**src/rtl/pinscan_uart_tx.sv**
```systemverilog
// ---------------------------------------------------------------------------
// pinscan_uart_tx : 8N1 UART transmitter with a one-byte holding register
// Rev 1.0
// ---------------------------------------------------------------------------
`default_nettype none

module pinscan_uart_tx #(
  parameter int DIV_WIDTH = 12
) (
  input  logic                 clk,
  input  logic                 rst_n,
  input  logic [7:0]           data,
  input  logic                 valid,
  output logic                 ack,
  output logic                 busy,
  input  logic [DIV_WIDTH-1:0] div,
  output logic                 tx
);

  typedef enum logic [1:0] {
    IDLE  = 2'd0,
    START = 2'd1,
    DATA  = 2'd2,
    STOP  = 2'd3
  } state_t;

  localparam logic [DIV_WIDTH-1:0] C_CNT_ONE = DIV_WIDTH'(1);

  state_t               state_q;
  logic [7:0]           hold_q, hold_d;
  logic                 hold_full_q, hold_full_d;
  logic [7:0]           shift_q;
  logic [2:0]           bit_idx_q;
  logic [DIV_WIDTH-1:0] cnt_q;
  logic [DIV_WIDTH-1:0] div_q;
  logic                 last_q;
  logic                 tx_q;
  logic                 w_unload;

  // The holding register hands its byte to the shifter at frame start only.
  assign w_unload = hold_full_q &
                    ((state_q == IDLE) || ((state_q == STOP) && last_q));

  assign ack  = valid & ~hold_full_q & rst_n;
  assign busy = hold_full_q | (state_q != IDLE);
  assign tx   = tx_q;

  always_comb begin
    hold_d      = hold_q;
    hold_full_d = hold_full_q;
    if (ack) begin
      hold_d      = data;
      hold_full_d = 1'b1;
    end else if (w_unload) begin
      hold_full_d = 1'b0;
    end
  end

  always_ff @(posedge clk or negedge rst_n) begin
    if (!rst_n) begin
      hold_q      <= 8'h00;
      hold_full_q <= 1'b0;
    end else begin
      hold_q      <= hold_d;
      hold_full_q <= hold_full_d;
    end
  end

  // last_q adds the extra cycle after the counter hits zero, so a bit lasts
  // div_q+2 cycles without the counter ever wrapping.
  always_ff @(posedge clk or negedge rst_n) begin
    if (!rst_n) begin
      state_q   <= IDLE;
      shift_q   <= 8'h00;
      bit_idx_q <= 3'd0;
      cnt_q     <= '0;
      div_q     <= '0;
      last_q    <= 1'b0;
      tx_q      <= 1'b1;
    end else if (state_q == IDLE) begin
      if (hold_full_q) begin
        shift_q <= hold_q;
        div_q   <= div;
        cnt_q   <= div;
        last_q  <= 1'b0;
        tx_q    <= 1'b0;
        state_q <= START;
      end
    end else if (!last_q) begin
      if (cnt_q == '0) begin
        last_q <= 1'b1;
      end else begin
        cnt_q <= cnt_q - C_CNT_ONE;
      end
    end else begin
      last_q <= 1'b0;
      cnt_q  <= div_q;
      case (state_q)
        START: begin
          tx_q      <= shift_q[0];
          shift_q   <= {1'b0, shift_q[7:1]};
          bit_idx_q <= 3'd0;
          state_q   <= DATA;
        end
        DATA: begin
          if (bit_idx_q == 3'd7) begin
            tx_q    <= 1'b1;
            state_q <= STOP;
          end else begin
            tx_q      <= shift_q[0];
            shift_q   <= {1'b0, shift_q[7:1]};
            bit_idx_q <= bit_idx_q + 3'd1;
          end
        end
        STOP: begin
          if (hold_full_q) begin
            shift_q <= hold_q;
            div_q   <= div;
            cnt_q   <= div;
            tx_q    <= 1'b0;
            state_q <= START;
          end else begin
            state_q <= IDLE;
          end
        end
        default: begin
          tx_q    <= 1'b1;
          state_q <= IDLE;
        end
      endcase
    end
  end

endmodule

`default_nettype wire

```
**config.mk**
```make
export PLATFORM = sky130hd
export DESIGN_NAME = pinscan_uart_tx
export DESIGN_NICKNAME = d
export VERILOG_FILES = /design/src/rtl/pinscan_uart_tx.sv
export SDC_FILE = /design/constraint.sdc
export NUM_CORES = 1
export LEC_CHECK = 0
export CAP_MARGIN = 30
export CORE_MARGIN = 5
export CORE_UTILIZATION = 50
export CTS_CLUSTER_SIZE = 8
export DETAILED_ROUTE_END_ITERATION = 12
export PLACE_DENSITY = 0.82
export SYNTH_ARGS = -nofsm -noshare
export SYNTH_HDL_FRONTEND = slang
export SYNTH_SLANG_ARGS = --single-unit
```
**constraint.sdc**
```tcl
create_clock -name clk -period 4 [get_ports clk]
set_input_delay 0.8 -clock clk [delete_from_list [all_inputs] [get_ports clk]]
set_output_delay 0.8 -clock clk [all_outputs]
set_load 0.01 [all_outputs]
```
After elaboration in Yosys (flattened, before gate mapping):

Index checks and enable logic that the tools add are counted.

* register bits after elaboration: 48
* input bits: 23
* output and inout port bits: 3
* logic and storage cells: 71

* $add $sub $neg: 2
* eq/ne operators: 9
* muxes and demuxes: 32
* bitwise operators: 6
* reduce and logical (&&, ||, !) cells: 13

Operator list (count)
* $mux W12: 8
* $mux W8: 4
* $pmux W8 S3: 1
* $logic_not A12 Y1: 1
* $sub A12 B1 Y12 const B: 1
* $mux W1: 11
* $ne A3 B3 Y1 const B: 3
* $mux W2: 4
* $reduce_bool A2 Y1: 4
* $pmux W2 S3: 1
* $pmux W3 S2: 1
* $reduce_and A3 Y1: 2
* $eq A2 B2 Y1 const B: 2
* $ne A2 B2 Y1 const B: 2
* $reduce_and A4 Y1: 1
* $reduce_bool A4 Y1: 1
* $add A3 B1 Y3 const B: 1
* $and A1 B1 Y1: 3
* $eq A3 B3 Y1 const B: 1
* $mux W3: 1
* $pmux W1 S3: 1
* $eq A2 B1 Y1 const B: 1
* $logic_not A2 Y1: 1
* $not A1 Y1: 2
* 4 further kinds: 4

Logic depth before layout (Yosys ltp):

* depth in word-level cells: 6
* gate-level depth with buffers: 10
* mapped depth without buffers: 8

Worst setup path before layout:

Ideal clock, no wire load.

* kind: input to output
* start point: in rst_n
* end point: out ack
* data arrival time: 1.226 ns
* required time: 3.200 ns
* path slack: 1.974 ns
* stages on the path: 2
* buffers on the path: 0
* path through: nand3_1 -> inv_1

* cells in the longest elaborated chain, start to end: 1

Ends and longest elaborated chain
* start: declaration: RTL line 11 `input logic rst_n,`
* $and A1 B1 Y1: RTL line 44 `assign ack = valid & ~hold_full_q & rst_n;`
* end: declaration: RTL line 14 `output logic ack,`

No other way between the ends.

Worst setup path in the final report:

* start point: in valid
* end point: out ack

* cells in the longest elaborated chain, start to end: 2

Ends and longest elaborated chain
* start: declaration: RTL line 13 `input logic valid,`
* $and A1 B1 Y1 (2 in series): RTL line 44

No other way between the ends.

==> qor.csv <==
metric,value,unit
GPL Wtd Cong,0.835,
DP Area,2920,um2
grt total ovfl,0,
Worst Max-Slew Pin Slew,0.776,ns
Nets,315,
fin. max-slew vios,0,
Synthesized Nets,293,
"commonest non-fill, non-tap cells in the layout","47 x dfrtp_1, 24 x clkdlybuf4s50_1, 23 x a21oi_1",
FMAX,0.326,GHz
initial antenna violation count,0,
crit-path leading delay family,buffers and inverters,
Mapped Area,2640,um2
CP most frequent cell,clkdlybuf4s50_1,
clock-pin slew on the worst setup and hold paths,0.09,ns
Synth Area in XOR/XNOR,0.331,%
Post-synth EDFFs,0,
Synth async-reset ratio,100,%
P_leak,0.00130,uW
vias in the first global route,2039,
crit path DAT,2.27,ns
clk root buf,clkbuf_8,
number of remaining DRC errors,0,
post-synth top area share,44.5,%
critical path class,in -> out,
Critical Path Source Type,input port,
Die Ht,82.7,um
CTS hold repair buffers,0,
full die area,6840,um2
Yosys warnings,0,
FF+latch area,1200,um2
minimum clock period,3.07,ns
Max-Cap Viols,0,
setup_tns,0,ns
area of the multi-input gates,1310,um2
Routed Antenna Nets,0,
final setup vio count,0,
RSZ-0062 raised after global routing,no,
Port Buf Inserts,25,
Resized Gates After CTS,0,
fill count,427,
Synth area leader,dfrtp_1,
CTS Buf Count,5,
synthesized flop and latch total,48,
core area,5110,um2
row count,26,
main area contributors after synthesis,"dfrtp_1 44%, mux2_2 8.1%, a21oi_1 4.4%, ha_1 3.8%, o22ai_1 3.1%",
R2R Setup Slk,1.58,ns
"commonest non-fill, non-tap cell in the layout",dfrtp_1,
register area share after synthesis,45.5,%
HPWL after DPL,4000,um
clk buf depth,2,
Worst Hold Class,reg -> reg,
multiplexer share of the synthesized area,9.99,%
Initial DRC Count,254,
largest family of logic cells by synthesized area,compound AO/OA/AOI/OAI gates,
CP peak stage delay,0.55,ns
Post-Syn Area per Cell,10.1,um2
ys flop type,dfrtp_1,
CP required,3.20,ns
period utilisation layout,76.7,%
first-pass GRT wire length,9980,um
Area Overhead vs Synth,15.1,%
final instance area,3040,um2
Setup Buffers After CTS,0,
Netlist cell types,56,
slowest CP cell,clkdlybuf4s50_1,
crit path max fanout,10,
Adder-Cell Fraction of Synth Area,3.79,%
H-tree lvl count,2,
"synthesized-area fraction occupied by ao, oa, aoi and oai cells",21.5,%
max_slew headroom,48.2,%
Skew-Pair Late Insertion Delay,0.31,ns
simple-gate share of the synthesized area,14.0,%
pin count of the biggest net entering global routing,49,
clk sinks,48,
CTS tree,yes,
Die W,82.7,um
crit end category,primary output,
Post-Syn Instances,262,
IO Pins,26,
peak supply drop,0.000350,V
First-pass DRT Iterations,4,
WL final,5800,um
layout cells sized above 1,16.8,%
Buf/Inv on CP,3,
P per Cell Area,762,nW/um2
drt wl/cell,16.3,um
Hold Fails Final Rpt,0,
Initial Util,51.8,%
GRT Resource Usage Total,19.3,%
outcome,finished clean,
# diodes,0,
Setup Skew,0.00531,ns
total number of vias,2096,
vias per cell,5.90,
worst-path cell chain,clkdlybuf4s50_1 > nand3_1 > inv_1 > clkdlybuf4s50_1,
[sequential cells by signal, indices dropped and copies added (netlist names)]
name / count
bit_idx_q: 3
hold_q: 8
div_q: 12
tx: 1
cnt_q: 12
hold_full_q: 1
last_q: 1
state_q: 2
shift_q: 8
[synth_stat cells (all sizes together) (2+ instances only)]
cell and n:
o22a 2, a21oi 23, and4 2, inv 13
and3 2, clkbuf 8, nor2 18, or3 2
o21ai 18, buf 5, a32oi 2, a31oi 6
mux2i 5, or2 2, or4 2, nand2 21
nor3 5, nand2b 4, a2bb2oi 4, o22ai 13
dfrtp 47, a32o 2, nand3 5, nand4 2
mux2 19, ha 8
[per-layer routing]
| metal | track usage (%) | routed length (um) | vias up |
|---|---|---|---|
| li1 | - | - | 1008 |
| met1 | 27.2 | 2750 | 997 |
| met2 | 28.8 | 2550 | 80 |
| met3 | 3.90 | 365 | 11 |
| met4 | 7.68 | 138 | 0 |
| met5 | 0 | 0 | - |
[metrics by stage]
step / util [%] / hold WS (ns) / total power [uW] / setup WS (ns) / instances
floorplan: - / 0.454 / 1700 / 1.97 / 262
global placement: 57.0 / 0.469 / 1880 / 0.960 / 346
detailed placement: 57.2 / 0.481 / 1930 / 0.946 / 347
CTS: 59.6 / 0.502 / 2310 / 0.929 / 355
global route: 59.6 / 0.521 / 2500 / 0.851 / 355
finish: 59.6 / 0.497 / 2320 / 0.933 / 355
[report_power, final]
part	switching [uW]	leakage, uW	internal, uW
Clock	173	0.0000614	205
Sequential	191	0.000566	703
Combinational	552	0.000668	493
[path summary, 6_finish.rpt]
check	startpoint	end	cells after the start
max in group asynchronous	rst_n	div_q[1]	2
max	valid	ack	4
min	bit_idx_q[1]	bit_idx_q[1]	2
max reg2reg	cnt_q[0]	cnt_q[5]	7
min in group asynchronous	rst_n	hold_q[2]	2
min reg2reg	bit_idx_q[1]	bit_idx_q[1]	2
[worst reg2reg max path: cells and delay by family (launching register included)]
kind,cells,cell delay [ns]
AO/OA/AOI/OAI,3,0.84
adder cells (fa/ha/maj),1,0.17
buffers and inverters,2,0.36
flip-flops,1,0.46
AND/OR/NAND/NOR,1,0.48
[layout make-up]
class                           count  area share (%)
Multi-Input combinational cell    188            43.1
Sequential cell                    48            39.5
Timing Repair Buffer               28            8.92
Tap cell                           70            2.88
Clock buffer                        6            2.71
Inverter                           13            1.60
Clock inverter                      2            1.27
[logic make-up after synthesis]
family	count (synthesis)
buffers and inverters	26
xor gates and xnor gates	1
muxes	24
DFF	48
and+or+nand+nor	72
AOI/OAI and AO/OA	83
adders and majority gates	8
Power figures use the tool's default switching activity.
